### src/rtl/key_pkg.sv
// Shared constants and state encoding for the time-shared key debouncer.
package key_pkg;

  localparam logic [2:0] KS_SCAN   = 3'b001;
  localparam logic [2:0] KS_FILTER = 3'b010;
  localparam logic [2:0] KS_EMIT   = 3'b100;

  localparam int DEFAULT_DEBOUNCE_CYCLES = 1000000;

  localparam logic EVT_PRESS   = 1'b1;
  localparam logic EVT_RELEASE = 1'b0;

  typedef enum logic [2:0] {
    ST_SCAN   = KS_SCAN,
    ST_FILTER = KS_FILTER,
    ST_EMIT   = KS_EMIT
  } key_fsm_e;

endpackage

### src/rtl/key_sync.sv
// Two-flop synchronizer for the raw key pins; idles high like released keys.
module key_sync #(
  parameter int W = 4
) (
  input  logic         clk,
  input  logic         rst_n,
  input  logic [W-1:0] d,
  output logic [W-1:0] q
);

  logic [W-1:0] meta_r;
  logic [W-1:0] sync_r;

  // Two-stage capture of the asynchronous pins.
  always_ff @(posedge clk or negedge rst_n) begin
    if (!rst_n) begin
      meta_r <= {W{1'b1}};
      sync_r <= {W{1'b1}};
    end else begin
      meta_r <= d;
      sync_r <= meta_r;
    end
  end

  assign q = sync_r;

endmodule

### src/rtl/key_debounce_sched.sv
// Round-robin debouncer: one shared counter filters whichever key currently
// disagrees with its debounced level, then reports the change as an event.
module key_debounce_sched
  import key_pkg::*;
#(
  parameter int N_KEYS          = 4,
  parameter int IDX_W           = 2,
  parameter int DEBOUNCE_CYCLES = DEFAULT_DEBOUNCE_CYCLES,
  parameter int CNT_W           = 20
) (
  input  logic              clk,
  input  logic              rst_n,
  input  logic [N_KEYS-1:0] key_in,
  output logic [N_KEYS-1:0] key_state,
  output logic              evt_valid,
  input  logic              evt_ready,
  output logic [IDX_W-1:0]  evt_key,
  output logic              evt_press,
  output logic              busy
);

  logic [N_KEYS-1:0] ksync_s;

  key_fsm_e          state_r,     state_nxt_s;
  logic [IDX_W-1:0]  ptr_r,       ptr_nxt_s;
  logic [IDX_W-1:0]  sel_r,       sel_nxt_s;
  logic [CNT_W-1:0]  cnt_r,       cnt_nxt_s;
  logic [N_KEYS-1:0] key_state_r, key_state_nxt_s;
  logic              evt_valid_r, evt_valid_nxt_s;
  logic [IDX_W-1:0]  evt_key_r,   evt_key_nxt_s;
  logic              evt_press_r, evt_press_nxt_s;
  logic              busy_r,      busy_nxt_s;

  localparam logic [CNT_W-1:0] CNT_LAST = CNT_W'(DEBOUNCE_CYCLES - 1);
  localparam logic [CNT_W-1:0] CNT_MAX  = {CNT_W{1'b1}};

  // Scan order wraps after the last implemented key, not at 2^IDX_W.
  function automatic logic [IDX_W-1:0] idx_next(input logic [IDX_W-1:0] i);
    if (i == IDX_W'(N_KEYS - 1)) begin
      return {IDX_W{1'b0}};
    end else begin
      return i + IDX_W'(1'b1);
    end
  endfunction

  key_sync #(.W(N_KEYS)) u_sync (
    .clk   (clk),
    .rst_n (rst_n),
    .d     (key_in),
    .q     (ksync_s)
  );

  // Next-state, scheduler and event logic.
  always_comb begin
    state_nxt_s     = state_r;
    ptr_nxt_s       = ptr_r;
    sel_nxt_s       = sel_r;
    cnt_nxt_s       = cnt_r;
    key_state_nxt_s = key_state_r;
    evt_valid_nxt_s = evt_valid_r;
    evt_key_nxt_s   = evt_key_r;
    evt_press_nxt_s = evt_press_r;

    case (state_r)
      ST_SCAN: begin
        if (ksync_s[ptr_r] != key_state_r[ptr_r]) begin
          sel_nxt_s   = ptr_r;
          cnt_nxt_s   = {CNT_W{1'b0}};
          state_nxt_s = ST_FILTER;
        end else begin
          ptr_nxt_s = idx_next(ptr_r);
        end
      end
      ST_FILTER: begin
        // A level back at the debounced value wins over a same-cycle commit.
        if (ksync_s[sel_r] == key_state_r[sel_r]) begin
          state_nxt_s = ST_SCAN;
          ptr_nxt_s   = idx_next(sel_r);
          cnt_nxt_s   = {CNT_W{1'b0}};
        end else if (cnt_r == CNT_LAST) begin
          key_state_nxt_s[sel_r] = ksync_s[sel_r];
          evt_key_nxt_s          = sel_r;
          evt_press_nxt_s        = (ksync_s[sel_r] == 1'b0) ? EVT_PRESS : EVT_RELEASE;
          evt_valid_nxt_s        = 1'b1;
          state_nxt_s            = ST_EMIT;
        end else if (cnt_r != CNT_MAX) begin
          cnt_nxt_s = cnt_r + CNT_W'(1'b1);
        end else begin
          cnt_nxt_s = cnt_r;
        end
      end
      ST_EMIT: begin
        if (evt_valid_r && evt_ready) begin
          evt_valid_nxt_s = 1'b0;
          ptr_nxt_s       = idx_next(sel_r);
          state_nxt_s     = ST_SCAN;
        end else begin
          state_nxt_s = ST_EMIT;
        end
      end
      default: begin
        state_nxt_s     = ST_SCAN;
        ptr_nxt_s       = {IDX_W{1'b0}};
        cnt_nxt_s       = {CNT_W{1'b0}};
        evt_valid_nxt_s = 1'b0;
      end
    endcase

    busy_nxt_s = (state_nxt_s != ST_SCAN);
  end

  // State and output registers.
  always_ff @(posedge clk or negedge rst_n) begin
    if (!rst_n) begin
      state_r     <= ST_SCAN;
      ptr_r       <= {IDX_W{1'b0}};
      sel_r       <= {IDX_W{1'b0}};
      cnt_r       <= {CNT_W{1'b0}};
      key_state_r <= {N_KEYS{1'b1}};
      evt_valid_r <= 1'b0;
      evt_key_r   <= {IDX_W{1'b0}};
      evt_press_r <= 1'b0;
      busy_r      <= 1'b0;
    end else begin
      state_r     <= state_nxt_s;
      ptr_r       <= ptr_nxt_s;
      sel_r       <= sel_nxt_s;
      cnt_r       <= cnt_nxt_s;
      key_state_r <= key_state_nxt_s;
      evt_valid_r <= evt_valid_nxt_s;
      evt_key_r   <= evt_key_nxt_s;
      evt_press_r <= evt_press_nxt_s;
      busy_r      <= busy_nxt_s;
    end
  end

  assign key_state = key_state_r;
  assign evt_valid = evt_valid_r;
  assign evt_key   = evt_key_r;
  assign evt_press = evt_press_r;
  assign busy      = busy_r;

endmodule

### config.mk
export PLATFORM = sky130hd
export DESIGN_NAME = key_debounce_sched
export DESIGN_NICKNAME = d
export VERILOG_FILES = /design/src/rtl/key_pkg.sv /design/src/rtl/key_sync.sv /design/src/rtl/key_debounce_sched.sv
export SDC_FILE = /design/constraint.sdc
export NUM_CORES = 1
export LEC_CHECK = 0
export CAP_MARGIN = 20
export CORE_MARGIN = 2
export CORE_UTILIZATION = 30
export CTS_CLUSTER_DIAMETER = 100
export DETAILED_ROUTE_END_ITERATION = 16
export PLACE_DENSITY = 0.46
export SYNTH_ARGS = -nofsm -noshare
export SYNTH_HDL_FRONTEND = slang
export SYNTH_SLANG_ARGS = --single-unit
### constraint.sdc
create_clock -name clk -period 3.95 [get_ports clk]
set_input_delay 0.395 -clock clk [delete_from_list [all_inputs] [get_ports clk]]
set_output_delay 0.395 -clock clk [all_outputs]
set_load 0.005 [all_outputs]
==> reports/qor.yml, run 1 <==
floorplan:
  die_area_sq_mm: 0.00855
  dieHeight_um: 92.5
  core_sq_mm: 0.00765
  start_util_pct: 30.7
  die_width_um: 92.5
  io_pins: 16
  row_count: 32
critical_path:
  r2r-start: "key_state[0]"
  required_ps: 4130
  ff2ff_setup_slack_ps: 1360
  cp_max_fo: 17
  ff2ff_path_depth: 5
  setup.worst_path.start_class: "register"
  end_kind: "register"
  r2r-end: "ptr_r[1]"
  criticalPathCategory: "reg -> reg"
  arrival_ps: 2770
route:
  wl_per_cell_um: 14.5
  drtIter0Drc: 94
  vias_per_cell: 5.13
  drcViolationCount: 0
  first_pass_iters: 4
  ant_nets: 0
  vias: 1770
  drt-total-wl_mm: 5.00
cts:
  clk_latency_ps: 300
  clock_path_buffers: 2
  cts_buffers: 5
  clkTransAtPathRegs_ps: 80
  cts_root_buf: "clkbuf_8"
  cts_tree: "done"
  cts_resized: 0
  cts_setup_buffers: 0
  ctsHoldBuffers: 0
  cts_sinks: 44
  htree_num_levels: 2
layout:
  layout-drive-gt1-share_pct: 16.0
  diodes: 0
  nFillCells: 763
  area_growth_pct: 15.0
  final_nets: 255
  regArea_sq_mm: 0.00112
  final_cells: 345
  multi_input_area_sq_mm: 0.00113
  design_area_sq_mm: 0.00270
sta:
  setup_violations: 0
  finClkSkew_ps: 7.10
  rsz0062_at_grt: "no"
  finalWorstSetupSlack_ps: 1360
  fmax_mhz: 386
  tightest_slew_ps: 968
  finalSetupTns_ps: 0
  relSlewSlack_pct: 35.4
  final.min_clock_period_ps: 2590
  slew_viol_final: 0
  min_period_over_period_pct: 65.6
  finalHoldViolCount: 0
grt:
  grt_usage_pct: 12.6
  grt_max_degree: 45
  grt-ovfl-total: 0
  antenna_found_initial: 0
  grt_pass1_vias: 1672
  grt_pass1_wl_mm: 8.58
synthesis:
  synth_cells: 227
  synth_common_cells: "31 x dfrtp_1, 22 x nand2_1, 13 x dfstp_2, 13 x inv_1, 12 x o21ai_0"
  synth_warnings: 0
  synth_simple_gate_area_share_pct: 16.9
  synth.avg_cell_area_sq_um: 10.3
  yosysSeqAreaShare_pct: 47.6
  synth.top_cell.area_share_pct: 33.0
  synth.cell_area_sq_mm: 0.00235
  synth_most_common_cell: "dfrtp_1"
  synth-compound-area-share_pct: 16.5
  ys.flop_type: "dfrtp_1"
  synth_top_family_by_area: "simple AND/OR/NAND/NOR gates"
  synth_fp_nets: 240
  synth_cell_types: 45
  synth_area_leader_cell: "dfrtp_1"
  synth_xor_area_share_pct: 3.36
  yosys.area_share.adder_pct: 3.20
  synth_mux_area_share_pct: 8.15
  synth_seq_cells: 44
  synth_edf_count: 0
  synth.top_cells.by_area: "dfrtp_1 33%, dfstp_2 15%, mux2_2 3.8%, nand2_1 3.5%, ha_1 3.2%"
  synthArstFlopShare_pct: 100
placed_design:
  dpl-instance-area_sq_mm: 0.00257
  dp_cells: 336
  port_buffers: 15
  pre_cts_slack_ps: 1290
  dp_hpwl_mm: 3.42
  gp_congestion: 0.778
status:
  outcome: "finished, final reports clean"
worst_hold_path:
  min_path_type: "in -> async"
pwr:
  power.density_mw_per_mm2: 448
  ir_drop_mv: 0.179
  leakage_nw: 1.09
run:
  cap_violations: 0
==> flip-flops by register name, indices dropped and copies added (netlist names) <==
| signal | flops |
|---|---|
| evt_key | 2 |
| state_r | 3 |
| sel_r | 2 |
| u_sync.q | 4 |
| ptr_r | 2 |
| evt_valid | 1 |
| key_state | 4 |
| cnt_r | 20 |
| u_sync.meta_r | 4 |
| busy | 1 |
| evt_press | 1 |
==> layout make-up <==
cell class / instances / area share [%]
inverter: 13 / 1.81
clock buffer: 6 / 3.48
tap: 102 / 4.73
clock inverter: 2 / 0.417
multi-input combinational: 161 / 41.8
sequential: 44 / 41.4
timing repair buffer: 17 / 6.39
==> metrics by stage <==
| stage | hold slack (ps) | utilization, % | power (mW) |
|---|---|---|---|
| global route | 65.8 | 35.3 | 1.30 |
| floorplan | 99.4 | - | 0.817 |
| detailed placement | 347 | 33.7 | 0.900 |
| CTS | 300 | 35.0 | 1.23 |
| finish | 48.7 | 35.3 | 1.21 |
| global placement | 347 | 33.7 | 0.897 |
==> cells by family after synthesis <==
kind of cell    count (synthesis)
fa+ha+maj                       6
compound gates                 57
buf+inv                        22
flops                          44
simple gates                   76
mux                            13
xor+xnor                        9
==> cells in the final DEF (no fill, tap or decap), types with 4 or more instances in the layout <==
cell	count
mux2_2	8
a31oi_1	10
a21o_1	5
or3_1	5
xnor2_1	4
o31a_1	5
dfstp_2	13
clkdlybuf4s50_1	14
nand2_1	22
nor2_1	11
nand3_1	9
o21ai_0	12
a21oi_1	7
nor3_1	7
inv_1	13
xor2_1	5
clkbuf_8	5
ha_1	6
dfrtp_1	31
nand4_1	7
==> power breakdown <==
part	internal, mW	switching, mW	total, mW	leakage [nW]
Combinational	0.156	0.178	0.334	0.475
Sequential	0.496	0.0576	0.553	0.561
Clock	0.162	0.161	0.324	0.0566
Total	0.814	0.396	1.21	1.09
==> critical path, cell delays in order, from the launching register on <==
cell and delay, ps:
dfstp_2 580, xnor2_1 120, mux4_2 300, or2_0 750
and3_1 400, mux2_4 320
==> worst max-delay path by stage <==
stage | start | to | slack, ps | depth (start not counted)
after global routing | sel_r[1] | ptr_r[0] | 1130 | 5
after CTS | key_state[1] | ptr_r[1] | 1290 | 5
after floorplan | key_state[1] | ptr_r[0] | 1790 | 7
after global placement | key_state[0] | ptr_r[0] | 1370 | 5
final | key_state[0] | ptr_r[1] | 1360 | 5
after detailed placement | key_state[1] | ptr_r[1] | 1290 | 5
==> routing by layer <==
| layer | vias to the layer above | global-route usage, % | wire length, um |
|---|---|---|---|
| li1 | 872 | - | - |
| met1 | 871 | 18.7 | 2620 |
| met2 | 22 | 18.6 | 2190 |
| met3 | 5 | 2.03 | 128 |
| met4 | 0 | 4.10 | 61 |
| met5 | - | 0 | 0 |
Power figures use the tool's default switching activity.
==> run 2, diff against run 1 <==
--- a/config.mk
+++ b/config.mk
@@ -10,7 +10,7 @@
 export CORE_UTILIZATION = 30
 export CTS_CLUSTER_DIAMETER = 100
 export DETAILED_ROUTE_END_ITERATION = 16
-export PLACE_DENSITY = 0.46
+export PLACE_DENSITY = 0.48
 export SYNTH_ARGS = -nofsm -noshare
 export SYNTH_HDL_FRONTEND = slang
 export SYNTH_SLANG_ARGS = --single-unit
==> constraint.sdc (replaced) <==
create_clock -name clk -period 2.2 [get_ports clk]
set_input_delay 0.22 -clock clk [delete_from_list [all_inputs] [get_ports clk]]
set_output_delay 0.22 -clock clk [all_outputs]
set_load 0.005 [all_outputs]
==> reports/qor.yml, run 2 (synthesized netlist as in run 1, its figures left out) <==
sta:
  slew_viol_final: 0
  finClkSkew_ps: 16.1
  final.min_clock_period_ps: 2110
  finalWorstSetupSlack_ps: 90.3
  relSlewSlack_pct: 69.1
  setup_violations: 0
  finalHoldViolCount: 0
  rsz0062_at_grt: "no"
  fmax_mhz: 474
  tightest_slew_ps: 463
  min_period_over_period_pct: 95.9
layout:
  largest_register_ffs: 20
  area_growth_pct: 25.8
  design_area_sq_mm: 0.00295
  top_register: "cnt_r"
  final_nets: 287
  multi_input_area_sq_mm: 0.00114
  final_common_cell: "dfrtp_1"
  diodes: 0
  layout_common_cells: "31 x dfrtp_1, 30 x buf_4, 22 x nand2_1, 14 x clkdlybuf4s50_1"
  nFillCells: 766
  layout-drive-gt1-share_pct: 26.2
  regArea_sq_mm: 0.00112
  final_cells: 377
route:
  drtIter0Drc: 89
  drt-total-wl_mm: 5.32
  wl_per_cell_um: 14.1
  dr.max_layer_used: "met4"
  vias: 1891
  ant_nets: 0
  wl_met2_mm: 2.36
  wl_met3_um: 111
  wl_met1_mm: 2.75
  vias_per_cell: 5.02
  drcViolationCount: 0
  first_pass_iters: 5
floorplan:
  io_pins: 16
  die_width_um: 92.5
  dieHeight_um: 92.5
  die_area_sq_mm: 0.00855
  core_sq_mm: 0.00765
  start_util_pct: 30.7
  row_count: 32
grt:
  grt_max_degree: 27
  grt_pass1_vias: 1938
  grt_usage_pct: 13.8
  grt-ovfl-total: 0
  grt_pass1_wl_mm: 9.42
  antenna_found_initial: 0
pwr:
  ir_drop_mv: 0.260
  power.density_mw_per_mm2: 781
  leakage_nw: 1.25
  p_total_mw: 2.31
placed_design:
  gp_congestion: 0.790
  dp_cells: 368
  dp_hpwl_mm: 3.88
  pre_cts_slack_ps: -22.2
  dpl-instance-area_sq_mm: 0.00284
  port_buffers: 15
cts:
  clock_path_buffers: 2
  clk_latency_ps: 300
  cts_tree: "done"
  cts_sinks: 44
  htree_num_levels: 2
  clkTransAtPathRegs_ps: 80
  cts_root_buf: "clkbuf_8"
  cts_buffers: 5
critical_path:
  criticalPathCategory: "reg -> reg"
  end_kind: "register"
  setup.worst_path.start_class: "register"
  critPathLaunch: "u_sync.q[2]"
  endpoint: "key_state[3]"
  ff2ff_path_depth: 7
  arrival_ps: 2330
  r2r-end: "key_state[3]"
  cp_max_fo: 9
  r2r-start: "u_sync.q[2]"
  ff2ff_setup_slack_ps: 90
  required_ps: 2420
worst_hold_path:
  min_path_type: "in -> reg"
status:
  outcome: "finished, final reports clean"
run:
  cap_violations: 0
-- run 2: final cells by class --
class                           count  share of cell area (%)
Clock buffer                        7                    2.92
Clock inverter                      1                   0.212
Inverter                           13                    1.65
Multi-Input combinational cell    161                    38.5
Sequential cell                    44                    37.8
Tap cell                          102                    4.32
Timing Repair Buffer               49                    14.6
-- run 2: what timing repair did --
action                                  4_1_cts  5_1_grt
endpoints found under the setup margin        3       14
endpoints found under the hold margin         9        0
gates resized for setup                       2        3
buffers inserted                              1        0
hold buffers                                  1        0
-- run 2: layer usage --
metal,global-route usage (%),vias to the layer above
li1,-,934
met1,19.7,924
met2,21.1,25
met3,2.52,8
met4,4.48,0
met5,0,-
-- run 2: how the worst min path moves through the flow --
| stage | start | end | slack [ps] | cells past startpoint |
|---|---|---|---|---|
| final | key_in[3] | u_sync.meta_r[3] | 330 | 1 |
| after global routing | key_in[2] | u_sync.meta_r[2] | 320 | 1 |
| after CTS | key_in[3] | u_sync.meta_r[3] | 320 | 1 |
| after detailed placement | rst_n | evt_key[1] | 210 | 1 |
| after global placement | rst_n | evt_key[1] | 200 | 1 |
| after floorplan | rst_n | busy | -80 | 0 |
-- run 2: report_power, final --
group / switching [mW] / internal (mW)
combinational: 0.402 / 0.409
sequential: 0.0566 / 0.890
clock: 0.293 / 0.257
total: 0.752 / 1.56
-- run 2: worst max-delay path, cell delays in order (launching register included) --
cell,delay [ps]
dfstp_2,560
xnor2_1,70
mux4_2,470
buf_4,160
nor4_4,250
buf_6,170
nand2_1,70
mux2_2,280
-- run 2: stage by stage --
step / TNS (ps) / utilization (%) / hold WS (ps)
after floorplan: 0 / - / -75.6
after global placement: 0 / 37.1 / 202
after detailed placement: -35.4 / 37.1 / 210
after CTS: 0 / 38.6 / 321
after global routing: 0 / 38.6 / 318
final: 0 / 38.6 / 328
==> run 3, diff against run 2 <==
--- a/config.mk
+++ b/config.mk
@@ -6,6 +6,7 @@
 export NUM_CORES = 1
 export LEC_CHECK = 0
 export CAP_MARGIN = 20
+export CORE_ASPECT_RATIO = 0.75
 export CORE_MARGIN = 2
 export CORE_UTILIZATION = 30
 export CTS_CLUSTER_DIAMETER = 100
==> reports/qor.yml, run 3 (synthesized netlist as in run 1, its figures left out) <==
layout:
  area_growth_pct: 30.1
  diodes: 0
  final_common_cell: "buf_4"
  top_register: "cnt_r"
  final_nets: 294
  layout-drive-gt1-share_pct: 30.5
  largest_register_ffs: 20
  layout_common_cells: "39 x buf_4, 29 x dfrtp_1, 22 x nand2_1, 14 x clkdlybuf4s50_1"
  design_area_sq_mm: 0.00306
grt:
  grt_pass1_vias: 1803
  grt_usage_pct: 14.3
  grt-ovfl-total: 0
  grt_max_degree: 45
  grt_pass1_wl_mm: 9.43
  antenna_found_initial: 0
placed_design:
  port_buffers: 15
  dp_hpwl_mm: 3.95
  gp_congestion: 0.799
  dpl-instance-area_sq_mm: 0.00281
cts:
  ctsHoldBuffers: 0
  cts_tree: "done"
  cts_sinks: 44
  clkTransAtPathRegs_ps: 80
  clock_path_buffers: 2
  htree_num_levels: 2
  clk_latency_ps: 300
  cts_root_buf: "clkbuf_8"
  cts_buffers: 5
sta:
  finClkSkew_ps: 5.34
  min_period_over_period_pct: 97.5
  hold_ws_ps: -5.50
  relSlewSlack_pct: 62.1
  final.min_clock_period_ps: 2140
  setup_violations: 0
  tightest_slew_ps: 569
  slew_viol_final: 0
  finalHoldViolCount: 13
  fmax_mhz: 466
route:
  ant_nets: 0
  vias_per_cell: 4.96
  drcViolationCount: 0
  drtIter0Drc: 108
  first_pass_iters: 4
  vias: 1898
  drt-total-wl_mm: 5.69
  wl_per_cell_um: 14.9
critical_path:
  criticalPathCategory: "reg -> reg"
  cp_max_fo: 13
  required_ps: 2440
  path_cells: "xnor2_1 -> mux4_2 -> or2_0 -> buf_6 -> or4_1 -> nand3_1"
  max_stage_delay_ps: 560
  crit_slowest_cell: "dfstp_2"
  ff2ff_setup_slack_ps: 60
  setup.worst_path.start_class: "register"
  arrival_ps: 2380
  end_kind: "register"
pwr:
  switching_share_pct: 30.2
  p_total_mw: 2.52
  sequentialPowerShare_pct: 37.7
  power.density_mw_per_mm2: 826
  p_switching_mw: 0.763
  pwr-share-comb_pct: 31.8
  p_int_mw: 1.76
  ir_drop_mv: 0.343
  clkPwrFrac_pct: 30.5
  leakage_nw: 1.30
worst_hold_path:
  min_path_type: "in -> async"
floorplan:
  dieHeight_um: 80.6
  io_pins: 16
  start_util_pct: 31.5
  die_width_um: 106
  die_area_sq_mm: 0.00856
  row_count: 27
  core_sq_mm: 0.00747
status:
  outcome: "complete, but fails checks"
  violations: "negative hold slack"
run:
  cap_violations: 0
## run 3: power by group through the flow
stage               combinational (mW)  sequential (mW)  clock [mW]
floorplan                        0.504            0.963           0
global route                     0.887            0.965       0.832
detailed placement               0.778            0.969           0
global placement                 0.774            0.968           0
CTS                              0.781            0.954       0.789
finish                           0.802            0.953       0.770
## run 3: repair_timing
action	CTS	global route
setup buffers	0	8
endpoints found under the setup margin	0	22
resized for setup	0	10
## run 3: cell type report
cell class | instances | area [sq um]
fillers | 731 | 4410
multi-input cells | 161 | 1150
clock inverters | 1 | 30.0
repair buffers | 56 | 460
flip-flops and latches | 44 | 1120
inverters | 13 | 48.8
clock buffers | 7 | 119
well taps | 101 | 126
## run 3: per-layer routing
metal / wire length [um] / global-route usage (%)
met1: 3240 / 22.5
met2: 2240 / 19.2
met3: 154 / 2.92
met4: 63 / 3.95
met5: 0 / 0
## run 3: worst paths after layout
kind	end	cells past startpoint	start
min reg2reg	u_sync.q[2]	0	u_sync.meta_r[2]
min	cnt_r[18]	2	rst_n
min in group clk	u_sync.meta_r[2]	1	key_in[2]
max in group asynchronous	cnt_r[16]	2	rst_n
max	cnt_r[17]	6	u_sync.q[3]
max reg2reg	cnt_r[17]	6	u_sync.q[3]
## run 3: critical path, delay by kind of cell, from the launching register on
family	cells	cell delay [ps]
buffers and inverters	1	160
XOR/XNOR	1	70
flip-flops	1	560
AND/OR/NAND/NOR	3	830
multiplexers	1	470
## run 3: per-stage QoR
stage | setup slack [ps] | setup TNS [ps] | util [%] | std cells
floorplan | 44.7 | 0 | - | 227
global placement | 45.5 | 0 | 37.7 | 367
detailed placement | 31.1 | 0 | 37.7 | 367
CTS | 2.30 | 0 | 39.7 | 375
global route | -21.4 | -27.2 | 40.9 | 383
finish | 56.1 | 0 | 40.9 | 383
